### src/rtl/clock_hex_display_if.sv
// Display-side bundle between the timer and the HH:MM:SS seven-segment driver.
// Carries binary time fields in (i_*) and the six segment digits plus status out (o_*).
// Ports: i_seconds/i_minutes/i_hours (timer -> display), o_hex0..5, o_busy, o_update (display -> board).
interface clock_hex_display_if;
  logic [5:0] i_seconds;
  logic [5:0] i_minutes;
  logic [6:0] i_hours;
  logic [6:0] o_hex0;
  logic [6:0] o_hex1;
  logic [6:0] o_hex2;
  logic [6:0] o_hex3;
  logic [6:0] o_hex4;
  logic [6:0] o_hex5;
  logic       o_busy;
  logic       o_update;

  // Timer / board side: drives time, observes digits.
  modport master (
    output i_seconds, i_minutes, i_hours,
    input  o_hex0, o_hex1, o_hex2, o_hex3, o_hex4, o_hex5, o_busy, o_update
  );

  // Display driver side.
  modport slave (
    input  i_seconds, i_minutes, i_hours,
    output o_hex0, o_hex1, o_hex2, o_hex3, o_hex4, o_hex5, o_busy, o_update
  );
endinterface

### src/rtl/clock_hex_display.sv
// Purpose: snapshot timer seconds/minutes/hours and drive six static active-low 7-seg digits (HH:MM:SS).
// Latency: digits commit (tens_s+1)+(tens_m+1)+(tens_h+1)+1 edges after the snapshot edge.
// Backpressure: none; refresh ticks arriving while a conversion runs are dropped, not queued.
//
// Ports:
//   clk, rst_n       - clock, asynchronous active-low reset
//   bus.i_seconds    - 6-bit binary seconds      bus.o_hex0/1 - seconds ones/tens
//   bus.i_minutes    - 6-bit binary minutes      bus.o_hex2/3 - minutes ones/tens
//   bus.i_hours      - 7-bit binary hours        bus.o_hex4/5 - hours ones/tens
//   bus.o_busy       - high while converting     bus.o_update - one-cycle pulse on commit
// Segment encoding: active-low, bit0 = a .. bit6 = g.
// Optional build macro LEADING_ZERO_BLANK_EN: blank the hours tens digit when it is zero.
// REFRESH_DIV = CLOCK_FREQ / REFRESH_HZ must be at least 32 so a full conversion
// (at most 7+7+10+1 cycles) always finishes before the next tick.
module clock_hex_display #(
  parameter int CLOCK_FREQ = 50_000_000,
  parameter int REFRESH_HZ = 1000
) (
  input  logic                 clk,
  input  logic                 rst_n,
  clock_hex_display_if.slave   bus
);

  localparam int REFRESH_DIV = CLOCK_FREQ / REFRESH_HZ;
  localparam int CNT_W       = $clog2(REFRESH_DIV);
  localparam logic [CNT_W-1:0] CNT_LAST = CNT_W'(REFRESH_DIV - 1);

  localparam logic [6:0] SEG_ZERO  = 7'h40;
  localparam logic [6:0] SEG_BLANK = 7'h7F;
  localparam logic [6:0] SEG_DASH  = 7'h3F;

`ifdef LEADING_ZERO_BLANK_EN
  localparam logic [6:0] HEX5_RST = SEG_BLANK;
`else
  localparam logic [6:0] HEX5_RST = SEG_ZERO;
`endif

  typedef enum logic [2:0] {
    IDLE   = 3'd0,
    CONV_S = 3'd1,
    CONV_M = 3'd2,
    CONV_H = 3'd3,
    COMMIT = 3'd4
  } state_t;

  // Decimal digit to active-low segment pattern.
  function automatic logic [6:0] seg7(input logic [3:0] d);
    logic [6:0] s;
    case (d)
      4'd0:    s = 7'h40;
      4'd1:    s = 7'h79;
      4'd2:    s = 7'h24;
      4'd3:    s = 7'h30;
      4'd4:    s = 7'h19;
      4'd5:    s = 7'h12;
      4'd6:    s = 7'h02;
      4'd7:    s = 7'h78;
      4'd8:    s = 7'h00;
      4'd9:    s = 7'h10;
      default: s = SEG_BLANK;
    endcase
    return s;
  endfunction

  // ---------------------------------------------------------------------------
  // Refresh divider: free-running, terminal count is the snapshot tick.
  // ---------------------------------------------------------------------------
  logic [CNT_W-1:0] r_cnt;
  logic             w_tick;

  assign w_tick = (r_cnt == CNT_LAST);

  always_ff @(posedge clk or negedge rst_n) begin
    if (!rst_n) begin
      r_cnt <= '0;
    end else if (w_tick) begin
      r_cnt <= '0;
    end else begin
      r_cnt <= r_cnt + 1'b1;
    end
  end

  // ---------------------------------------------------------------------------
  // Conversion state and working registers.
  // r_rem holds the field being reduced; seconds go straight into it at the
  // snapshot, minutes and hours wait in their own snapshot registers.
  // ---------------------------------------------------------------------------
  state_t     r_state;
  logic [6:0] r_rem;
  logic [3:0] r_tens;
  logic [5:0] r_min_snap;
  logic [6:0] r_hr_snap;
  logic [3:0] r_s_tens, r_s_ones;
  logic [3:0] r_m_tens, r_m_ones;
  logic [3:0] r_h_tens, r_h_ones;
  logic       r_h_dash;
  logic [6:0] r_hex0, r_hex1, r_hex2, r_hex3, r_hex4, r_hex5;
  logic       r_busy;
  logic       r_update;

  logic       w_rem_ge10;
  logic [6:0] w_hex4_nxt;
  logic [6:0] w_hex5_nxt;

  assign w_rem_ge10 = (r_rem >= 7'd10);

  // Hours digit patterns, resolved from the latched BCD and the dash flag.
  always_comb begin
    w_hex4_nxt = seg7(r_h_ones);
    w_hex5_nxt = seg7(r_h_tens);
    if (r_h_dash) begin
      w_hex4_nxt = SEG_DASH;
      w_hex5_nxt = SEG_DASH;
    end
`ifdef LEADING_ZERO_BLANK_EN
    else if (r_h_tens == 4'd0) begin
      w_hex5_nxt = SEG_BLANK;
    end
`endif
  end

  always_ff @(posedge clk or negedge rst_n) begin
    if (!rst_n) begin
      r_state    <= IDLE;
      r_rem      <= '0;
      r_tens     <= '0;
      r_min_snap <= '0;
      r_hr_snap  <= '0;
      r_s_tens   <= '0;
      r_s_ones   <= '0;
      r_m_tens   <= '0;
      r_m_ones   <= '0;
      r_h_tens   <= '0;
      r_h_ones   <= '0;
      r_h_dash   <= 1'b0;
      r_hex0     <= SEG_ZERO;
      r_hex1     <= SEG_ZERO;
      r_hex2     <= SEG_ZERO;
      r_hex3     <= SEG_ZERO;
      r_hex4     <= SEG_ZERO;
      r_hex5     <= HEX5_RST;
      r_busy     <= 1'b0;
      r_update   <= 1'b0;
    end else begin
      r_update <= 1'b0;
      case (r_state)
        IDLE: begin
          // Coherent snapshot: all three fields sampled on the tick edge.
          if (w_tick) begin
            r_rem      <= {1'b0, bus.i_seconds};
            r_min_snap <= bus.i_minutes;
            r_hr_snap  <= bus.i_hours;
            r_tens     <= '0;
            r_busy     <= 1'b1;
            r_state    <= CONV_S;
          end
        end

        CONV_S: begin
          if (w_rem_ge10) begin
            r_rem  <= r_rem - 7'd10;
            r_tens <= r_tens + 4'd1;
          end else begin
            r_s_tens <= r_tens;
            r_s_ones <= r_rem[3:0];
            r_rem    <= {1'b0, r_min_snap};
            r_tens   <= '0;
            r_state  <= CONV_M;
          end
        end

        CONV_M: begin
          if (w_rem_ge10) begin
            r_rem  <= r_rem - 7'd10;
            r_tens <= r_tens + 4'd1;
          end else begin
            r_m_tens <= r_tens;
            r_m_ones <= r_rem[3:0];
            r_rem    <= r_hr_snap;
            r_tens   <= '0;
            r_state  <= CONV_H;
          end
        end

        CONV_H: begin
          // r_rem can only be >= 100 on the first CONV_H cycle: subtraction
          // never starts for such values, so this is the on-entry range check.
          if (r_rem >= 7'd100) begin
            r_h_dash <= 1'b1;
            r_state  <= COMMIT;
          end else if (w_rem_ge10) begin
            r_rem  <= r_rem - 7'd10;
            r_tens <= r_tens + 4'd1;
          end else begin
            r_h_dash <= 1'b0;
            r_h_tens <= r_tens;
            r_h_ones <= r_rem[3:0];
            r_state  <= COMMIT;
          end
        end

        COMMIT: begin
          // All six digits change together so the display never shows a mix
          // of old and new time.
          r_hex0   <= seg7(r_s_ones);
          r_hex1   <= seg7(r_s_tens);
          r_hex2   <= seg7(r_m_ones);
          r_hex3   <= seg7(r_m_tens);
          r_hex4   <= w_hex4_nxt;
          r_hex5   <= w_hex5_nxt;
          r_update <= 1'b1;
          r_busy   <= 1'b0;
          r_state  <= IDLE;
        end

        default: begin
          r_busy  <= 1'b0;
          r_state <= IDLE;
        end
      endcase
    end
  end

  assign bus.o_hex0   = r_hex0;
  assign bus.o_hex1   = r_hex1;
  assign bus.o_hex2   = r_hex2;
  assign bus.o_hex3   = r_hex3;
  assign bus.o_hex4   = r_hex4;
  assign bus.o_hex5   = r_hex5;
  assign bus.o_busy   = r_busy;
  assign bus.o_update = r_update;

endmodule
### src/flat_wrapper.sv
// flat-port wrapper written by rule: the top's interface ports become plain ports
module clock_hex_display_flat 
#(
  parameter int CLOCK_FREQ = 50_000_000,
  parameter int REFRESH_HZ = 1000
)
  (clk, rst_n, bus_i_seconds, bus_i_minutes, bus_i_hours, bus_o_hex0, bus_o_hex1, bus_o_hex2, bus_o_hex3, bus_o_hex4, bus_o_hex5, bus_o_busy, bus_o_update);
  clock_hex_display_if bus_i ();
  input  logic clk;
  input  logic rst_n;
  input wire logic [$bits(bus_i.i_seconds)-1:0] bus_i_seconds;
  input wire logic [$bits(bus_i.i_minutes)-1:0] bus_i_minutes;
  input wire logic [$bits(bus_i.i_hours)-1:0] bus_i_hours;
  output wire logic [$bits(bus_i.o_hex0)-1:0] bus_o_hex0;
  output wire logic [$bits(bus_i.o_hex1)-1:0] bus_o_hex1;
  output wire logic [$bits(bus_i.o_hex2)-1:0] bus_o_hex2;
  output wire logic [$bits(bus_i.o_hex3)-1:0] bus_o_hex3;
  output wire logic [$bits(bus_i.o_hex4)-1:0] bus_o_hex4;
  output wire logic [$bits(bus_i.o_hex5)-1:0] bus_o_hex5;
  output wire logic [$bits(bus_i.o_busy)-1:0] bus_o_busy;
  output wire logic [$bits(bus_i.o_update)-1:0] bus_o_update;
  assign bus_i.i_seconds = bus_i_seconds;
  assign bus_i.i_minutes = bus_i_minutes;
  assign bus_i.i_hours = bus_i_hours;
  assign bus_o_hex0 = bus_i.o_hex0;
  assign bus_o_hex1 = bus_i.o_hex1;
  assign bus_o_hex2 = bus_i.o_hex2;
  assign bus_o_hex3 = bus_i.o_hex3;
  assign bus_o_hex4 = bus_i.o_hex4;
  assign bus_o_hex5 = bus_i.o_hex5;
  assign bus_o_busy = bus_i.o_busy;
  assign bus_o_update = bus_i.o_update;
  clock_hex_display #(.CLOCK_FREQ(CLOCK_FREQ), .REFRESH_HZ(REFRESH_HZ)) u_core (.clk(clk), .rst_n(rst_n), .bus(bus_i));
endmodule
### config.mk
export PLATFORM = sky130hd
export DESIGN_NAME = clock_hex_display_flat
export DESIGN_NICKNAME = d
export VERILOG_FILES = /design/src/rtl/clock_hex_display_if.sv /design/src/rtl/clock_hex_display.sv /design/src/flat_wrapper.sv
export SDC_FILE = /design/constraint.sdc
export NUM_CORES = 1
export LEC_CHECK = 0
export CAP_MARGIN = 20
export CORE_UTILIZATION = 25
export CTS_CLUSTER_SIZE = 16
export DETAILED_ROUTE_END_ITERATION = 8
export SYNTH_ARGS = -nofsm -noshare
export SYNTH_HDL_FRONTEND = slang
export SYNTH_SLANG_ARGS = --single-unit
### constraint.sdc
create_clock -name clk -period 5.7 [get_ports clk]
set_input_delay 1.14 -clock clk [delete_from_list [all_inputs] [get_ports clk]]
set_output_delay 1.14 -clock clk [all_outputs]
set_load 0.005 [all_outputs]
==> metrics.txt <==
Hold Path End=u_core.bus.o_hex0[6]; I/O pins=65; clock slew at reported path FFs=0.08 ns; share of layout cells above drive strength 1=9.81%; die height=154 µm; hold buffer count at cts=0; total global routing overflow=0; Arrival @ worst endpoint=3.03 ns; worst skew pair latency=0.36 ns; clk_skew=0.00966 ns; Leak=2.93 nW; clock root buffer=clkbuf_16; count of final setup violators=0; CP endpoint kind=flip-flop; DRT iter0 DRCs=348; First-pass DRT Iterations=5; Buf/Inv on CP=1; cell accounting for the most synthesized area=dfrtp_1; FP Rows=55; Netlist Area Pre-Place=5750 µm²; total clock sinks=112; Reg2Reg Depth=6; Final ANT Viol Nets=0; final net count=682; setup_tns=0 ns; #FFs+latches synth=112; fin crit period=2.79 ns; WHS Path Cells=2; die span in x=154 µm; Max FO, Critical Path=12; via count=4279; routed length per instance=13.9 µm; Synth async-reset ratio=100%; end of the worst register-to-register path=u_core.r_h_tens[2]; Vias/cell=4.67; clk buf depth=2; sequential element share of the synthesized area=48.9%; VDD IR-drop max=0.111 mV; first-pass GRT wire length=21.2 mm; syn_area_per_cell=9.97 µm²; RSZ-0062 raised after global routing=false; most frequent cells in the layout=dfrtp_1 (106), nand2_1 (65), clkdlybuf4s50_1 (63); Max-slew headroom=36.6%; Synth Net Count=632; post-synth top area share=46.1%; residual DRC count=0; Detailed Place HPWL=9.10 mm; Post-synth EDFFs=0; wirelength, routed=12.7 mm; most used flip-flop cell after synthesis=dfrtp_1; flop-to-flop setup slack=2.91 ns; Port Buf Inserts=64; Hold Crit Class=reg2reg; Placer Congestion=0.840; non-filler instance count after layout=917; status=finished clean; crit-path cells=inv_1 -> ha_1 -> nor2b_1 -> or4_1 -> nor2_1 -> mux2_2; placed cells=900; GRT Total Usage=11.2%; most common library cell in the layout ignoring fill and taps=dfrtp_1; initial antenna violation count=0; largest net degree at the start of global routing=74; Hold Crit Start=u_core.bus.o_hex0[6]; Reg2Reg Launch Point=u_core.r_rem[1]; final total power=1.47 mW; Final Slew Violations=0; die area=23600 µm²; Starting Density=25.5%; clock tree from TritonCTS=built; Max Clk Rate=359 MHz; Critical Path Slowest Stage Cell=or4_1; Antenna diodes=0; Max Cap Violations=0; vias in the first global route=4134; post-CTS setup buffer count=0; delay-heaviest family, CP=simple AND/OR/NAND/NOR gates; slowest cell delay on critical path=0.72 ns; critical path class=reg2reg; Unique masters post-synth=56; Critical Path Source=u_core.r_rem[1]; Least-Margin Pin Slew=0.950 ns; CTS buffer count=9; pwr/cell area=212 nW/µm²; Placeable Area=22600 µm²; post-cts resize count=0; Worst setup SP type=flip-flop; Max H-tree Level=3; Fin. Hold Viols=0; synthesized instance count=577; fillcell total=2353; hold slack=0.478 ns; fin crit share=48.9%; synth top area cells=dfrtp_1 (46%), ha_1 (7.4%), mux2_2 (5.5%); Synth-to-Final Area Change=20.9%; data required time of the critical path=5.94 ns; YS warnings=0
where the power goes:
| group | internal (mW) | switching (mW) | leakage (nW) |
|---|---|---|---|
| Sequential | 0.799 | 0.00296 | 1.47 |
| Combinational | 0.0169 | 0.0207 | 1.32 |
| Clock | 0.319 | 0.315 | 0.144 |
| Total | 1.13 | 0.339 | 2.93 |
stage by stage:
stage          utilization [%]  instance area (µm²)  setup slack [ns]
2_1_floorplan                -                 5750              3.33
3_3_place_gp              29.5                 6650              3.00
3_5_place_dp              29.5                 6650              2.89
4_1_cts                   30.8                 6950              2.86
5_1_grt                   30.8                 6960              2.73
6_report                  30.8                 6960              2.91
sequential cells by signal (all words and copies together) (netlist names), 6 cells and up:
name and count:
u_core.bus.o_hex1 7, u_core.bus.o_hex4 7, u_core.bus.o_hex5 7, u_core.bus.o_hex3 7
u_core.r_min_snap 6, u_core.r_rem 7, u_core.bus.o_hex0 7, u_core.bus.o_hex2 7
u_core.r_hr_snap 7, u_core.r_cnt 16
layout make-up:
type / instances / area (µm²) / share of cell area, %
Inverter: 26 / 97.6 / 1.40
Clock buffer: 10 / 239 / 3.44
Timing Repair Buffer: 69 / 676 / 9.71
Sequential cell: 112 / 2810 / 40.4
Multi-Input combinational cell: 409 / 2720 / 39.0
Tap cell: 285 / 357 / 5.13
Clock inverter: 6 / 61.3 / 0.881
synthesized netlist by cell type (2+ instances only):
| cell type | number |
|---|---|
| buf_6 | 2 |
| and2_1 | 2 |
| ha_1 | 34 |
| or3_1 | 3 |
| a32oi_1 | 2 |
| xor2_1 | 9 |
| o22ai_1 | 15 |
| nand2_1 | 65 |
| a221o_1 | 3 |
| or4bb_1 | 2 |
| nor2b_1 | 10 |
| a21o_1 | 4 |
| mux2i_1 | 7 |
| o21ai_0 | 55 |
| a2bb2oi_1 | 2 |
| o31ai_1 | 4 |
| a22oi_1 | 3 |
| nand2b_1 | 10 |
| o311ai_0 | 3 |
| nand3_1 | 9 |
| buf_1 | 3 |
| nand4_1 | 3 |
| dfstp_2 | 6 |
| clkbuf_1 | 24 |
| mux2_2 | 28 |
| nor2_1 | 50 |
| o21ai_1 | 4 |
| nor4_1 | 2 |
| a211oi_1 | 2 |
| nor3b_1 | 2 |
| nand3b_1 | 3 |
| a221oi_1 | 5 |
| o22a_1 | 7 |
| dfrtp_1 | 106 |
| inv_1 | 26 |
| a21oi_1 | 31 |
| a31oi_1 | 3 |
| xnor2_1 | 10 |
kinds of logic after synthesis:
kind of cell | count (synthesis) | share of synthesized area (%)
AND/OR/NAND/NOR | 169 | 13.9
multiplexers | 35 | 6.70
XOR/XNOR | 19 | 2.89
AO/OA/AOI/OAI | 152 | 16.3
adder cells (fa/ha/maj) | 34 | 7.40
buffers and inverters | 56 | 3.94
flip-flops | 112 | 48.9
worst register-to-register path: stages, from the launching register on:
cell and delay, ns:
dfrtp_1 0.44, inv_1 0.16, ha_1 0.22, nor2b_1 0.10, or4_1 0.72, nor2_1 0.63
mux2_2 0.41
worst max-delay path by stage:
stage | end | slack (ns) | cells after the start
2_1_floorplan | u_core.r_rem[0] | 3.33 | 6
3_3_place_gp | u_core.r_rem[3] | 3.00 | 7
3_5_place_dp | u_core.r_rem[3] | 2.89 | 7
4_1_cts | u_core.r_rem[3] | 2.86 | 7
5_1_grt | u_core.r_h_ones[2] | 2.73 | 6
6_report | u_core.r_h_tens[2] | 2.91 | 6
per-layer routing:
layer,global-route usage [%],up-vias,share of wire [%]
met5,0,-,0
met4,2.71,0,0.59
met3,2.68,6,4.1
met2,18.0,108,46
met1,15.3,2038,49
li1,-,2127,-
No activity file was read; power rests on OpenSTA's default activity.
